**config.mk**
```make
export PLATFORM = sky130hd
export DESIGN_NAME = cmac_link_sync_flat
export DESIGN_NICKNAME = d
export VERILOG_FILES = /design/src/rtl/cmac_link_sync_pkg.sv /design/src/rtl/cmac_link_sync_if.sv /design/src/rtl/cmac_link_sync_port.sv /design/src/rtl/cmac_link_sync.sv /design/src/flat_wrapper.sv
export SDC_FILE = /design/constraint.sdc
export NUM_CORES = 1
export LEC_CHECK = 0
export CAP_MARGIN = 10
export CORE_MARGIN = 2
export CORE_UTILIZATION = 30
export CTS_BUF_LIST = sky130_fd_sc_hd__clkbuf_4 sky130_fd_sc_hd__clkbuf_8
export DETAILED_ROUTE_END_ITERATION = 16
export PLACE_DENSITY_LB_ADDON = 0.25
export SYNTH_ARGS = -nofsm -noshare
export SYNTH_HDL_FRONTEND = slang
export SYNTH_SLANG_ARGS = --single-unit
export TNS_END_PERCENT = 5
```
**constraint.sdc**
```tcl
create_clock -name gen_mon_clk -period 2.63 [get_ports gen_mon_clk]
set_input_delay 0.526 -clock gen_mon_clk [delete_from_list [all_inputs] [get_ports gen_mon_clk]]
set_output_delay 0.526 -clock gen_mon_clk [all_outputs]
set_load 0.02 [all_outputs]
```
**src/rtl/cmac_link_sync_pkg.sv**
```systemverilog
// Shared types and constants for the multi-port CMAC link bring-up controller.
package cmac_link_sync_pkg;

  typedef enum logic [2:0] {
    LinkIdle      = 3'd0,
    LinkWaitAlign = 3'd1,
    LinkResync    = 3'd2,
    LinkUp        = 3'd3,
    LinkFail      = 3'd4
  } link_state_t;

  localparam int unsigned LINK_DOWN_CNT_W = 16;
  localparam int unsigned SYNC_STAGES     = 2;

endpackage

```
**src/rtl/cmac_link_sync_if.sv**
```systemverilog
// CMAC stat/ctl and status bundle; link_down_cnt only exists with CMAC_LINK_SYNC_STATS_EN.
interface cmac_link_sync_if
  import cmac_link_sync_pkg::*;
#(
  parameter int unsigned NUM_PORTS = 2
);

  logic [NUM_PORTS-1:0] restart;
  logic [NUM_PORTS-1:0] stat_rx_aligned;
  logic [NUM_PORTS-1:0] ctl_rx_enable;
  logic [NUM_PORTS-1:0] ctl_rx_force_resync;
  logic [NUM_PORTS-1:0] ctl_tx_enable;
  logic [NUM_PORTS-1:0] ctl_tx_send_rfi;
  logic [NUM_PORTS-1:0] ctl_tx_send_idle;
  logic [NUM_PORTS-1:0] link_up;
  logic [NUM_PORTS-1:0] busy_led;
  logic [NUM_PORTS-1:0] fail_led;
  logic                 all_links_up;

`ifdef CMAC_LINK_SYNC_STATS_EN
  logic [NUM_PORTS*LINK_DOWN_CNT_W-1:0] link_down_cnt;

  modport master (
    output restart, stat_rx_aligned,
    input  ctl_rx_enable, ctl_rx_force_resync, ctl_tx_enable, ctl_tx_send_rfi,
    input  ctl_tx_send_idle, link_up, busy_led, fail_led, all_links_up, link_down_cnt
  );
  modport slave (
    input  restart, stat_rx_aligned,
    output ctl_rx_enable, ctl_rx_force_resync, ctl_tx_enable, ctl_tx_send_rfi,
    output ctl_tx_send_idle, link_up, busy_led, fail_led, all_links_up, link_down_cnt
  );
`else
  modport master (
    output restart, stat_rx_aligned,
    input  ctl_rx_enable, ctl_rx_force_resync, ctl_tx_enable, ctl_tx_send_rfi,
    input  ctl_tx_send_idle, link_up, busy_led, fail_led, all_links_up
  );
  modport slave (
    input  restart, stat_rx_aligned,
    output ctl_rx_enable, ctl_rx_force_resync, ctl_tx_enable, ctl_tx_send_rfi,
    output ctl_tx_send_idle, link_up, busy_led, fail_led, all_links_up
  );
`endif

endinterface

```
**src/rtl/cmac_link_sync_port.sv**
```systemverilog
// One CMAC port: aligned synchroniser, bring-up FSM, stability/timeout/retry counters.
// Link-loss counter present only with CMAC_LINK_SYNC_STATS_EN.
module cmac_link_sync_port
  import cmac_link_sync_pkg::*;
#(
  parameter int unsigned STABLE_CYCLES = 1024,
  parameter int unsigned ALIGN_TIMEOUT = 2**20,
  parameter int unsigned MAX_RETRIES   = 7
) (
  input  logic clk,
  input  logic rst_n,
  input  logic restart,
  input  logic stat_rx_aligned,
  output logic ctl_rx_enable,
  output logic ctl_rx_force_resync,
  output logic ctl_tx_enable,
  output logic ctl_tx_send_rfi,
  output logic ctl_tx_send_idle,
  output logic link_up,
  output logic busy_led,
  output logic fail_led
`ifdef CMAC_LINK_SYNC_STATS_EN
  ,
  output logic [LINK_DOWN_CNT_W-1:0] link_down_cnt
`endif
);

  localparam logic [2:0] StIdle      = LinkIdle;
  localparam logic [2:0] StWaitAlign = LinkWaitAlign;
  localparam logic [2:0] StResync    = LinkResync;
  localparam logic [2:0] StLinkUp    = LinkUp;
  localparam logic [2:0] StFail      = LinkFail;

  localparam int unsigned StabW  = $clog2(STABLE_CYCLES) + 1;
  localparam int unsigned TmoW   = $clog2(ALIGN_TIMEOUT) + 1;
  localparam int unsigned RetryW = $clog2(MAX_RETRIES) + 1;

  localparam logic [StabW-1:0]  StabLast = StabW'(STABLE_CYCLES - 1);
  localparam logic [TmoW-1:0]   TmoLast  = TmoW'(ALIGN_TIMEOUT - 1);
  localparam logic [RetryW-1:0] RetryMax = RetryW'(MAX_RETRIES);

  logic [SYNC_STAGES-1:0] sync_q;
  logic                   aln_s;
  logic [2:0]             state_q, state_d;
  logic [StabW-1:0]       stab_q, stab_d;
  logic [TmoW-1:0]        tmo_q, tmo_d;
  logic [RetryW-1:0]      retry_q, retry_d;
  logic rx_en_d, resync_d, tx_en_d, rfi_d, up_d, busy_d, fail_d;

  assign aln_s            = sync_q[SYNC_STAGES-1];
  assign ctl_tx_send_idle = 1'b0;

  // Counters only run while staying in WAIT_ALIGN; every other path clears them.
  always_comb begin
    state_d = state_q;
    stab_d  = '0;
    tmo_d   = '0;
    retry_d = retry_q;
    if (restart) begin
      state_d = StIdle;
      retry_d = '0;
    end else begin
      case (state_q)
        StIdle:      state_d = StWaitAlign;
        StWaitAlign: begin
          if (aln_s && (stab_q == StabLast)) begin
            state_d = StLinkUp;
            retry_d = '0;
          end else if (tmo_q == TmoLast) begin
            if (retry_q == RetryMax) begin
              state_d = StFail;
            end else begin
              state_d = StResync;
              retry_d = retry_q + RetryW'(1);
            end
          end else begin
            stab_d = aln_s ? stab_q + StabW'(1) : '0;
            tmo_d  = tmo_q + TmoW'(1);
          end
        end
        StResync:    state_d = StWaitAlign;
        StLinkUp:    if (!aln_s) state_d = StWaitAlign;
        StFail:      state_d = StFail;
        default:     state_d = StIdle;
      endcase
    end
  end

  always_comb begin
    rx_en_d  = 1'b0;
    resync_d = 1'b0;
    tx_en_d  = 1'b0;
    rfi_d    = 1'b0;
    up_d     = 1'b0;
    busy_d   = 1'b0;
    fail_d   = 1'b0;
    case (state_d)
      StWaitAlign: begin rx_en_d = 1'b1; rfi_d = 1'b1; busy_d = 1'b1; end
      StResync:    begin rx_en_d = 1'b1; rfi_d = 1'b1; busy_d = 1'b1; resync_d = 1'b1; end
      StLinkUp:    begin rx_en_d = 1'b1; tx_en_d = 1'b1; up_d = 1'b1; end
      StFail:      fail_d = 1'b1;
      default:     ;
    endcase
  end

  always_ff @(posedge clk or negedge rst_n) begin
    if (!rst_n) begin
      sync_q              <= '0;
      state_q             <= StIdle;
      stab_q              <= '0;
      tmo_q               <= '0;
      retry_q             <= '0;
      ctl_rx_enable       <= 1'b0;
      ctl_rx_force_resync <= 1'b0;
      ctl_tx_enable       <= 1'b0;
      ctl_tx_send_rfi     <= 1'b0;
      link_up             <= 1'b0;
      busy_led            <= 1'b0;
      fail_led            <= 1'b0;
    end else begin
      sync_q              <= {sync_q[SYNC_STAGES-2:0], stat_rx_aligned};
      state_q             <= state_d;
      stab_q              <= stab_d;
      tmo_q               <= tmo_d;
      retry_q             <= retry_d;
      ctl_rx_enable       <= rx_en_d;
      ctl_rx_force_resync <= resync_d;
      ctl_tx_enable       <= tx_en_d;
      ctl_tx_send_rfi     <= rfi_d;
      link_up             <= up_d;
      busy_led            <= busy_d;
      fail_led            <= fail_d;
    end
  end

`ifdef CMAC_LINK_SYNC_STATS_EN
  logic [LINK_DOWN_CNT_W-1:0] ldc_q;

  // Restart routes LINK_UP to IDLE, so it never counts as a link loss.
  always_ff @(posedge clk or negedge rst_n) begin
    if (!rst_n) begin
      ldc_q <= '0;
    end else if ((state_q == StLinkUp) && (state_d == StWaitAlign) && (ldc_q != '1)) begin
      ldc_q <= ldc_q + LINK_DOWN_CNT_W'(1);
    end
  end

  assign link_down_cnt = ldc_q;
`endif

endmodule

```
**src/rtl/cmac_link_sync.sv**
```systemverilog
// NUM_PORTS independent CMAC bring-up controllers on the monitor clock.
// Optional per-port link-loss counters via CMAC_LINK_SYNC_STATS_EN.
module cmac_link_sync
  import cmac_link_sync_pkg::*;
#(
  parameter int unsigned NUM_PORTS     = 2,
  parameter int unsigned STABLE_CYCLES = 1024,
  parameter int unsigned ALIGN_TIMEOUT = 2**20,
  parameter int unsigned MAX_RETRIES   = 7
) (
  input logic             gen_mon_clk,
  input logic             sys_reset_n,
  cmac_link_sync_if.slave bus
);

  for (genvar i = 0; i < NUM_PORTS; i++) begin : g_port
    cmac_link_sync_port #(
      .STABLE_CYCLES(STABLE_CYCLES),
      .ALIGN_TIMEOUT(ALIGN_TIMEOUT),
      .MAX_RETRIES  (MAX_RETRIES)
    ) u_port (
      .clk                (gen_mon_clk),
      .rst_n              (sys_reset_n),
      .restart            (bus.restart[i]),
      .stat_rx_aligned    (bus.stat_rx_aligned[i]),
      .ctl_rx_enable      (bus.ctl_rx_enable[i]),
      .ctl_rx_force_resync(bus.ctl_rx_force_resync[i]),
      .ctl_tx_enable      (bus.ctl_tx_enable[i]),
      .ctl_tx_send_rfi    (bus.ctl_tx_send_rfi[i]),
      .ctl_tx_send_idle   (bus.ctl_tx_send_idle[i]),
      .link_up            (bus.link_up[i]),
      .busy_led           (bus.busy_led[i]),
      .fail_led           (bus.fail_led[i])
`ifdef CMAC_LINK_SYNC_STATS_EN
      ,
      .link_down_cnt      (bus.link_down_cnt[i*LINK_DOWN_CNT_W +: LINK_DOWN_CNT_W])
`endif
    );
  end

  assign bus.all_links_up = &bus.link_up;

endmodule

```
**src/flat_wrapper.sv**
```systemverilog
// flat-port wrapper written by rule: the top's interface ports become plain ports
module cmac_link_sync_flat import cmac_link_sync_pkg::*;
#(
  parameter int unsigned NUM_PORTS     = 2,
  parameter int unsigned STABLE_CYCLES = 1024,
  parameter int unsigned ALIGN_TIMEOUT = 2**20,
  parameter int unsigned MAX_RETRIES   = 7
)
  (gen_mon_clk, sys_reset_n, bus_restart, bus_stat_rx_aligned, bus_ctl_rx_enable, bus_ctl_rx_force_resync, bus_ctl_tx_enable, bus_ctl_tx_send_rfi, bus_ctl_tx_send_idle, bus_link_up, bus_busy_led, bus_fail_led, bus_all_links_up);
  cmac_link_sync_if #(.NUM_PORTS(NUM_PORTS)) bus_i ();
  input logic gen_mon_clk;
  input logic sys_reset_n;
  input wire logic [$bits(bus_i.restart)-1:0] bus_restart;
  input wire logic [$bits(bus_i.stat_rx_aligned)-1:0] bus_stat_rx_aligned;
  output wire logic [$bits(bus_i.ctl_rx_enable)-1:0] bus_ctl_rx_enable;
  output wire logic [$bits(bus_i.ctl_rx_force_resync)-1:0] bus_ctl_rx_force_resync;
  output wire logic [$bits(bus_i.ctl_tx_enable)-1:0] bus_ctl_tx_enable;
  output wire logic [$bits(bus_i.ctl_tx_send_rfi)-1:0] bus_ctl_tx_send_rfi;
  output wire logic [$bits(bus_i.ctl_tx_send_idle)-1:0] bus_ctl_tx_send_idle;
  output wire logic [$bits(bus_i.link_up)-1:0] bus_link_up;
  output wire logic [$bits(bus_i.busy_led)-1:0] bus_busy_led;
  output wire logic [$bits(bus_i.fail_led)-1:0] bus_fail_led;
  output wire logic [$bits(bus_i.all_links_up)-1:0] bus_all_links_up;
  assign bus_i.restart = bus_restart;
  assign bus_i.stat_rx_aligned = bus_stat_rx_aligned;
  assign bus_ctl_rx_enable = bus_i.ctl_rx_enable;
  assign bus_ctl_rx_force_resync = bus_i.ctl_rx_force_resync;
  assign bus_ctl_tx_enable = bus_i.ctl_tx_enable;
  assign bus_ctl_tx_send_rfi = bus_i.ctl_tx_send_rfi;
  assign bus_ctl_tx_send_idle = bus_i.ctl_tx_send_idle;
  assign bus_link_up = bus_i.link_up;
  assign bus_busy_led = bus_i.busy_led;
  assign bus_fail_led = bus_i.fail_led;
  assign bus_all_links_up = bus_i.all_links_up;
  cmac_link_sync #(.NUM_PORTS(NUM_PORTS), .STABLE_CYCLES(STABLE_CYCLES), .ALIGN_TIMEOUT(ALIGN_TIMEOUT), .MAX_RETRIES(MAX_RETRIES)) u_core (.gen_mon_clk(gen_mon_clk), .sys_reset_n(sys_reset_n), .bus(bus_i));
endmodule
```
# After elaboration in Yosys (flattened, before gate mapping)
# Index checks and enable logic that the tools add are counted.
# Widths: inputs -> output; s select.
# totals
ff_bits,92
in_bits,6
out_inout_bits,17
wordCells,117
# op_classes
n_addsub,6
n_eq_ne,24
mux,50
reduce_logical,17
# op_table
operator,count
$mux 21,8
$mux 11,10
$add 21x1->21 const B,2
$eq 21x20->1 const B,2
$mux 4,10
$mux 3,10
$eq 3x2->1 const B,8
$pmux 3 s4,2
$add 11x1->11 const B,2
$eq 11x10->1 const B,2
$eq 3x1->1 const B,4
$eq 3x3->1 const B,4
$mux 1,10
$add 4x1->4 const B,2
$eq 4x3->1 const B,2
$reduce_or 2->1,4
$logic_not 3->1,2
$ne 3x3->1 const B,2
$reduce_and 3->1,2
$reduce_bool 3->1,2
$reduce_or 3->1,2
$reduce_bool 2->1,2
$logic_and 1x1->1,2
$reduce_and 2->1,1

# Longest topological paths before layout
# Gate-level depths: netlist of the first run.
# depth
depth_word,9
mapped_depth,7
depth_no_buf,7

# By module
# From an unflattened synthesis of the first run, not the netlist that was laid out.
# unflattened
hier_cells,425
hier_area_um2,4380.5
# modules_own_cells
module,n_inst,cells_per_inst,area_each_um2,seq_area_each_um2
cmac_link_sync_port,2,212,2187.1,1151.1
cmac_link_sync,1,1,6.3,0.0

# Worst setup path before layout of the first run
# No wires, ideal clock.
# synth_path
kind,reg-to-reg
startpoint,reg u_core.g_port[1].u_port.stab_q[0]
endpoint,reg u_core.g_port[1].u_port.stab_q[2]
setup_ps,77
arrival_time_ps,1816
t_required_ps,2553
setup_slack_ps,737
path_stages_with_launch,7
path_buffers,0
synth_period_minus_slack_ps,1893
path_cell_list,dfrtp_1 -> ha_1 -> nand4_1 -> nor4_4 -> nor4_1 -> nand3_1 -> nor2_1
# synth_via
elab_chain_cells,6
elab_cells_between_ends,8
classes_between,1 x add/sub; 1 x eq/ne; 5 x mux; 1 x reduce/logical
# synth_rtl
element,line,source
"start, declared",cmac_link_sync_port.sv:45,"logic [StabW-1:0] stab_q, stab_d;"
"start signal, assigned",cmac_link_sync_port.sv:123,stab_q <= stab_d;
$add 11x1->11,cmac_link_sync_port.sv:77,stab_d = aln_s ? stab_q + StabW'(1) : '0;
$mux 11,cmac_link_sync_port.sv:77,
$mux 11,cmac_link_sync_port.sv:69,end else if (tmo_q == TmoLast) begin
$mux 11 *,cmac_link_sync_port.sv:66,if (aln_s && (stab_q == StabLast)) begin
$mux 11 *,cmac_link_sync_port.sv:63,case (state_q)
$mux 11 *,cmac_link_sync_port.sv:59,if (restart) begin
net u_core.g_port[1].u_port.stab_d[2],cmac_link_sync_port.sv:45,
# Mark *: on every way through the listed nets, which the timed path passes. The rest lies on a longest branch.
# A chain may end at the register's enable or synchronous reset.

# Worst setup path in the final report of the first run
# layout_path
startpoint,reg u_core.g_port[1].u_port.stab_q[0]
endpoint,reg u_core.g_port[1].u_port.stab_q[4]
# The elaborated chain is that of the path after synthesis.

==> results of run 1 <==
==> layout by cell type (no fill, tap or decap), types with 7 or more instances in the layout <==
master            n
xnor2_1          24
and3_1           15
dfrtp_1          92
clkdlybuf4s50_1  19
nand3_1          38
nand2_1          22
nand4_1          10
nor2_1           78
xor2_1           29
a21oi_1           7
inv_1            16
clkbuf_8         11
==> final cells by class <==
cell class | count | area, um2 | share of cell area [%]
Clock inverter | 3 | 21.3 | 0.437
Tap cell | 180 | 225 | 4.63
Inverter | 16 | 60.1 | 1.23
Clock buffer | 13 | 166 | 3.42
Sequential cell | 92 | 2300 | 47.3
Timing Repair Buffer | 24 | 240 | 4.94
Multi-Input combinational cell | 301 | 1850 | 38.0
==> state kept, by name, summed over array words and instances, names as in the netlist <==
register                                  count
u_core.g_port.u_port.fail_led                 2
u_core.g_port.u_port.tmo_q                   42
u_core.g_port.u_port.ctl_rx_force_resync      2
u_core.g_port.u_port.state_q                  6
u_core.g_port.u_port.busy_led                 2
u_core.g_port.u_port.retry_q                  8
u_core.g_port.u_port.link_up                  2
u_core.g_port.u_port.sync_q                   4
u_core.g_port.u_port.ctl_rx_enable            2
u_core.g_port.u_port.stab_q                  22
==> power breakdown <==
group	internal [mW]	total, mW	switching (mW)
logic	0.0376	0.115	0.0773
registers	1.43	1.45	0.0148
clock network	0.417	0.896	0.478
total	1.89	2.46	0.570
==> worst min path at each step <==
stage	start	to	slack (ns)	cells after the start
floorplan	sys_reset_n	u_core.g_port[0].u_port.busy_led	0.23	0
detailed placement	u_core.g_port[0].u_port.sync_q[0]	u_core.g_port[0].u_port.sync_q[1]	0.34	0
finish	sys_reset_n	u_core.g_port[1].u_port.sync_q[0]	0.19	1
global placement	u_core.g_port[0].u_port.sync_q[0]	u_core.g_port[0].u_port.sync_q[1]	0.33	0
global route	sys_reset_n	u_core.g_port[1].u_port.sync_q[0]	0.23	1
CTS	sys_reset_n	u_core.g_port[1].u_port.sync_q[0]	0.21	1
==> metal layers <==
| metal | global-route usage (%) | part of all wire (%) | vias to the layer above |
|---|---|---|---|
| met4 | 3.11 | 0.43 | 0 |
| li1 | - | - | 1481 |
| met3 | 3.31 | 3.5 | 4 |
| met1 | 13.6 | 47 | 1468 |
| met5 | 0 | 0 | - |
| met2 | 18.5 | 49 | 38 |
==> critical path: stages (launching register included) <==
cell and delay [ns]:
dfrtp_1 0.42, ha_1 0.25, nand4_1 0.23, nor4_4 0.11
nor4_1 0.52, nand3_1 0.42, nor2_1 0.20
==> kinds of logic after synthesis <==
kind of cell / Yosys count
buf+inv: 34
flops: 92
simple gates: 205
fa+ha+maj: 6
mux: 1
xor+xnor: 53
compound gates: 34
other cells: 1
==> per-stage QoR <==
stage | setup slack [ns] | utilization (%)
2_1_floorplan | 0.737 | -
5_1_grt | 0.149 | 34.8
3_3_place_gp | 0.362 | 33.5
4_1_cts | 0.337 | 34.8
3_5_place_dp | 0.329 | 33.5
6_report | 0.398 | 34.8
==> results_dict.tcl, run 1 <==
set metrics [dict create \
    drt_wl_total_mm 7.92 \
    filler_cell_count 1453 \
    finalSetupTns_ns 0 \
    synth_cells 426 \
    synthMuxAreaShare_pct 0.259 \
    yosys.area_share.simple_pct 24.5 \
    worstReg2RegEnd "u_core.g_port[1].u_port.stab_q[4]" \
    synthAdderAreaFrac_pct 1.73 \
    async_flop_share_pct 100 \
    h-tree-depth 3 \
    coreArea_mm2 0.0140 \
    yosys_most_used_dff "dfrtp_1" \
    rrSetupSlack_ns 0.40 \
    drive_gt1_share_pct 7.35 \
    post_cts_buffers 0 \
    fp.dieH_um 124 \
    die_width_um 124 \
    synthXorXnorAreaFrac_pct 10.7 \
    dpl_cell_area_mm2 0.00468 \
    routedWlPerCell_um 12.6 \
    antenna_cells 0 \
    slew_violations 0 \
    clk_pin_slew_ns 0.09 \
    clockRootBuffer "clkbuf_8" \
    critical_path.startpoint "u_core.g_port[1].u_port.stab_q[0]" \
    num-nets-final 456 \
    grt_pass1_wl_mm 14.2 \
    ios 23 \
    clk_path_buf_depth 2 \
    vdd_drop_max_mv 0.320 \
    synth_compound_area_share_pct 5.33 \
    numCtsBuffers 9 \
    drv_cap 0 \
    rr_worst_depth 6 \
    fmax_ghz 0.448 \
    hold_violations 0 \
    worstSkewPairLatency_ns 0.36 \
    dp.cells 613 \
    path_max_fanout 10 \
    grt-ovfl-total 0 \
    synth_top_family_by_area "simple AND/OR/NAND/NOR gates" \
    grt_pass1_vias 3063 \
    crit_type "reg2reg" \
    worst_pin_slew_ns 0.705 \
    hold_buffers 0 \
    synth.top_cell.area_share_pct 53.0 \
    final_antenna_net_count 0 \
    yosysTopAreaCell "dfrtp_1" \
    route.detailed.drc 0 \
    synth_area_leaders "dfrtp_1, nor2_1, xor2_1" \
    portBuffers 20 \
    grt_max_degree 54 \
    first_pass_iters 7 \
    syn2layout_area_growth_pct 12.1 \
    final-instance-count-excl-fill 629 \
    final.period_utilization_pct 84.9 \
    p_per_area_mw_per_mm2 505 \
    routed_via_density 4.76 \
    clock_sinks 92 \
    cp.arrival_ns 2.52 \
    leakage_nw 2.06 \
    dr_total_vias 2991 \
    worst_setup_path_end_kind "flop" \
    slew_headroom_pct 53.0 \
    die_area_mm2 0.0155 \
    hp-class "in2async" \
    status "complete, no violations" \
    post-synth-top-count-cell "dfrtp_1" \
    initial_core_util_pct 31.0 \
    skew_ns 0.0131 \
    final-setup-viol-count 0 \
    cts_tree "done" \
    synth-edff-count 0 \
    crit_end "u_core.g_port[1].u_port.stab_q[4]" \
    drt_first_iter_violations 204 \
    grt_use_total_pct 11.0 \
    yosysWarnings 0 \
    num_rows 43 \
    syn_avg_cell_area_um2 10.2 \
    antenna_found_initial 0 \
    gp_congestion 0.783 \
    synth_common_cells "dfrtp_1, nor2_1, nand3_1, xor2_1, xnor2_1" \
    holdWs_ns 0.192 \
    cts_resized 0 \
    rsz0062_at_grt "false" \
    required_ns 2.92 \
    ys_seq_elements 92 \
    fin_area_mm2 0.00487 \
    dp_hpwl_mm 5.58 \
    yosysSeqAreaShare_pct 53.0 \
    crit_path_start_kind "flop" \
    finalPower_mw 2.46 \
    fin_crit_ns 2.23 \
    r2r_start "u_core.g_port[1].u_port.stab_q[0]" \
    mappedNetlistArea_mm2 0.00434 \
    synth_cell_types 47 \
]
(Power assumes the default switching activity.)
==> run 2: changes to the inputs <==
clock period = 1.96 ns   (was 2.63 ns; I/O delays follow)
==> results_dict.tcl, run 2 (synthesis gave the netlist of run 1 again) <==
set metrics [dict create \
    status "complete, no violations" \
    gp_congestion 0.781 \
    seqCellArea_mm2 0.00230 \
    leakage_nw 2.22 \
    finalPower_mw 3.44 \
    clockRootBuffer "clkbuf_8" \
    place_ws_ns -0.0198 \
    crit_path_start_kind "flop" \
    top_regs "u_core.g_port.u_port.tmo_q x42, u_core.g_port.u_port.stab_q x22, u_core.g_port.u_port.retry_q x8" \
    final_cell_mix "dfrtp_1, nor2_1, nand3_1" \
    cts_tree "done" \
    drv_cap 0 \
    final.period_utilization_pct 99.5 \
    skew_ns 0.0123 \
    drive_gt1_share_pct 15.7 \
    final_antenna_net_count 0 \
    routedWlPerCell_um 12.4 \
    cp.arrival_ns 2.19 \
    dp_hpwl_mm 5.73 \
    grt-ovfl-total 0 \
    coreArea_mm2 0.0140 \
    die_width_um 124 \
    worstSkewPairLatency_ns 0.36 \
    rrSetupSlack_ns 0.009 \
    slew_violations 0 \
    hold_violations 0 \
    initial_core_util_pct 31.0 \
    multiInputGateArea_mm2 0.00192 \
    ios 23 \
    first_pass_iters 4 \
    fp.dieH_um 124 \
    path_max_fanout 4 \
    routed_via_density 4.69 \
    grt_pass1_wl_mm 14.7 \
    route.detailed.drc 0 \
    syn2layout_area_growth_pct 19.7 \
    largest_reg_flops 42 \
    worst_setup_path_end_kind "flop" \
    crit_type "reg2reg" \
    fmax_ghz 0.513 \
    dr_total_vias 3090 \
    clk_path_buf_depth 2 \
    portBuffers 20 \
    grt_use_total_pct 11.2 \
    vdd_drop_max_mv 0.317 \
    num-nets-final 486 \
    setup_slack_ns 0.00938 \
    drt_wl_total_mm 8.19 \
    dpl_cell_area_mm2 0.00489 \
    final-setup-viol-count 0 \
    die_area_mm2 0.0155 \
    antenna_found_initial 0 \
    layout_commonest_cell "dfrtp_1" \
    rsz0062_at_grt "true" \
    hp-class "reg2reg" \
    h-tree-depth 3 \
    filler_cell_count 1423 \
    drt_first_iter_violations 160 \
    p_per_area_mw_per_mm2 662 \
    fin_area_mm2 0.00520 \
    clk_pin_slew_ns 0.09 \
    grt_pass1_vias 3117 \
    clock_sinks 92 \
    fin_crit_ns 1.95 \
    numCtsBuffers 9 \
    num_rows 43 \
    required_ns 2.20 \
    regMostFlops "u_core.g_port.u_port.tmo_q" \
    grt_max_degree 34 \
    antenna_cells 0 \
]
-- run 2: cell count changes in the layout (fill, tap and decap cells not counted), moves of 2 or more --
cell     change
o31ai_2      +3
o31ai_1      -3
nand2_1      -2
nand3_1      -2
ha_2         +2
buf_4       +28
ha_1         -2
-- run 2: critical path, cell delays in order (launching register included) --
cell and delay (ns):
dfrtp_1 0.40, ha_2 0.20, nand4_1 0.19, nor4_4 0.44
nand3_2 0.16, a21o_1 0.20, mux2_2 0.25
-- run 2: worst paths after layout --
check                                                  startpoint                                 end  depth (start not counted)
max in group asynchronous                             sys_reset_n  u_core.g_port[0].u_port.retry_q[0]                          3
min in group asynchronous                             sys_reset_n   u_core.g_port[1].u_port.stab_q[5]                          2
worst min register to register  u_core.g_port[0].u_port.sync_q[0]   u_core.g_port[0].u_port.sync_q[1]                          0
worst max-delay path             u_core.g_port[0].u_port.tmo_q[0]  u_core.g_port[0].u_port.retry_q[0]                          6
worst min-delay path            u_core.g_port[0].u_port.sync_q[0]   u_core.g_port[0].u_port.sync_q[1]                          0
worst max register to register   u_core.g_port[0].u_port.tmo_q[0]  u_core.g_port[0].u_port.retry_q[0]                          6
-- run 2: through the flow --
stage	hold slack, ns	cells	utilization, %	setup TNS, ns
after floorplan	0.0964	427	-	0
after global placement	0.334	639	34.9	0
after detailed placement	0.341	639	34.9	-0.0689
after CTS	0.377	656	36.5	0
after global routing	0.390	659	37.2	-0.943
final	0.367	659	37.2	0
-- run 2: routing by layer --
layer / GRT usage (%) / vias to the layer above / share of wire, % / wire [um]
met4: 3.30 / 0 / 1.6 / 127
met3: 3.05 / 13 / 3.1 / 252
li1: - / 1540 / - / -
met2: 18.4 / 43 / 48 / 3910
met1: 14.6 / 1494 / 48 / 3890
met5: 0 / - / 0 / 0
-- run 2: where the power goes --
part / internal (mW) / leakage (nW) / switching (mW)
Combinational: 0.0645 / 0.860 / 0.110
Clock: 0.689 / 0.103 / 0.639
Sequential: 1.92 / 1.26 / 0.0198
-- run 2: layout make-up --
class,count,area share (%)
clock buffer,13,3.20
clock inverter,3,0.866
inverter,16,1.15
multi-input combinational,301,36.9
sequential,92,44.3
tap,180,4.33
timing repair buffer,54,9.24
-- run 2: repair_timing --
item | 4_1_cts | 5_1_grt
endpoints found under the setup margin | 0 | 66
hold buffers | 1 | 0
gates resized for setup | 0 | 17
setup buffers | 0 | 3
endpoints found under the hold margin | 30 | 0
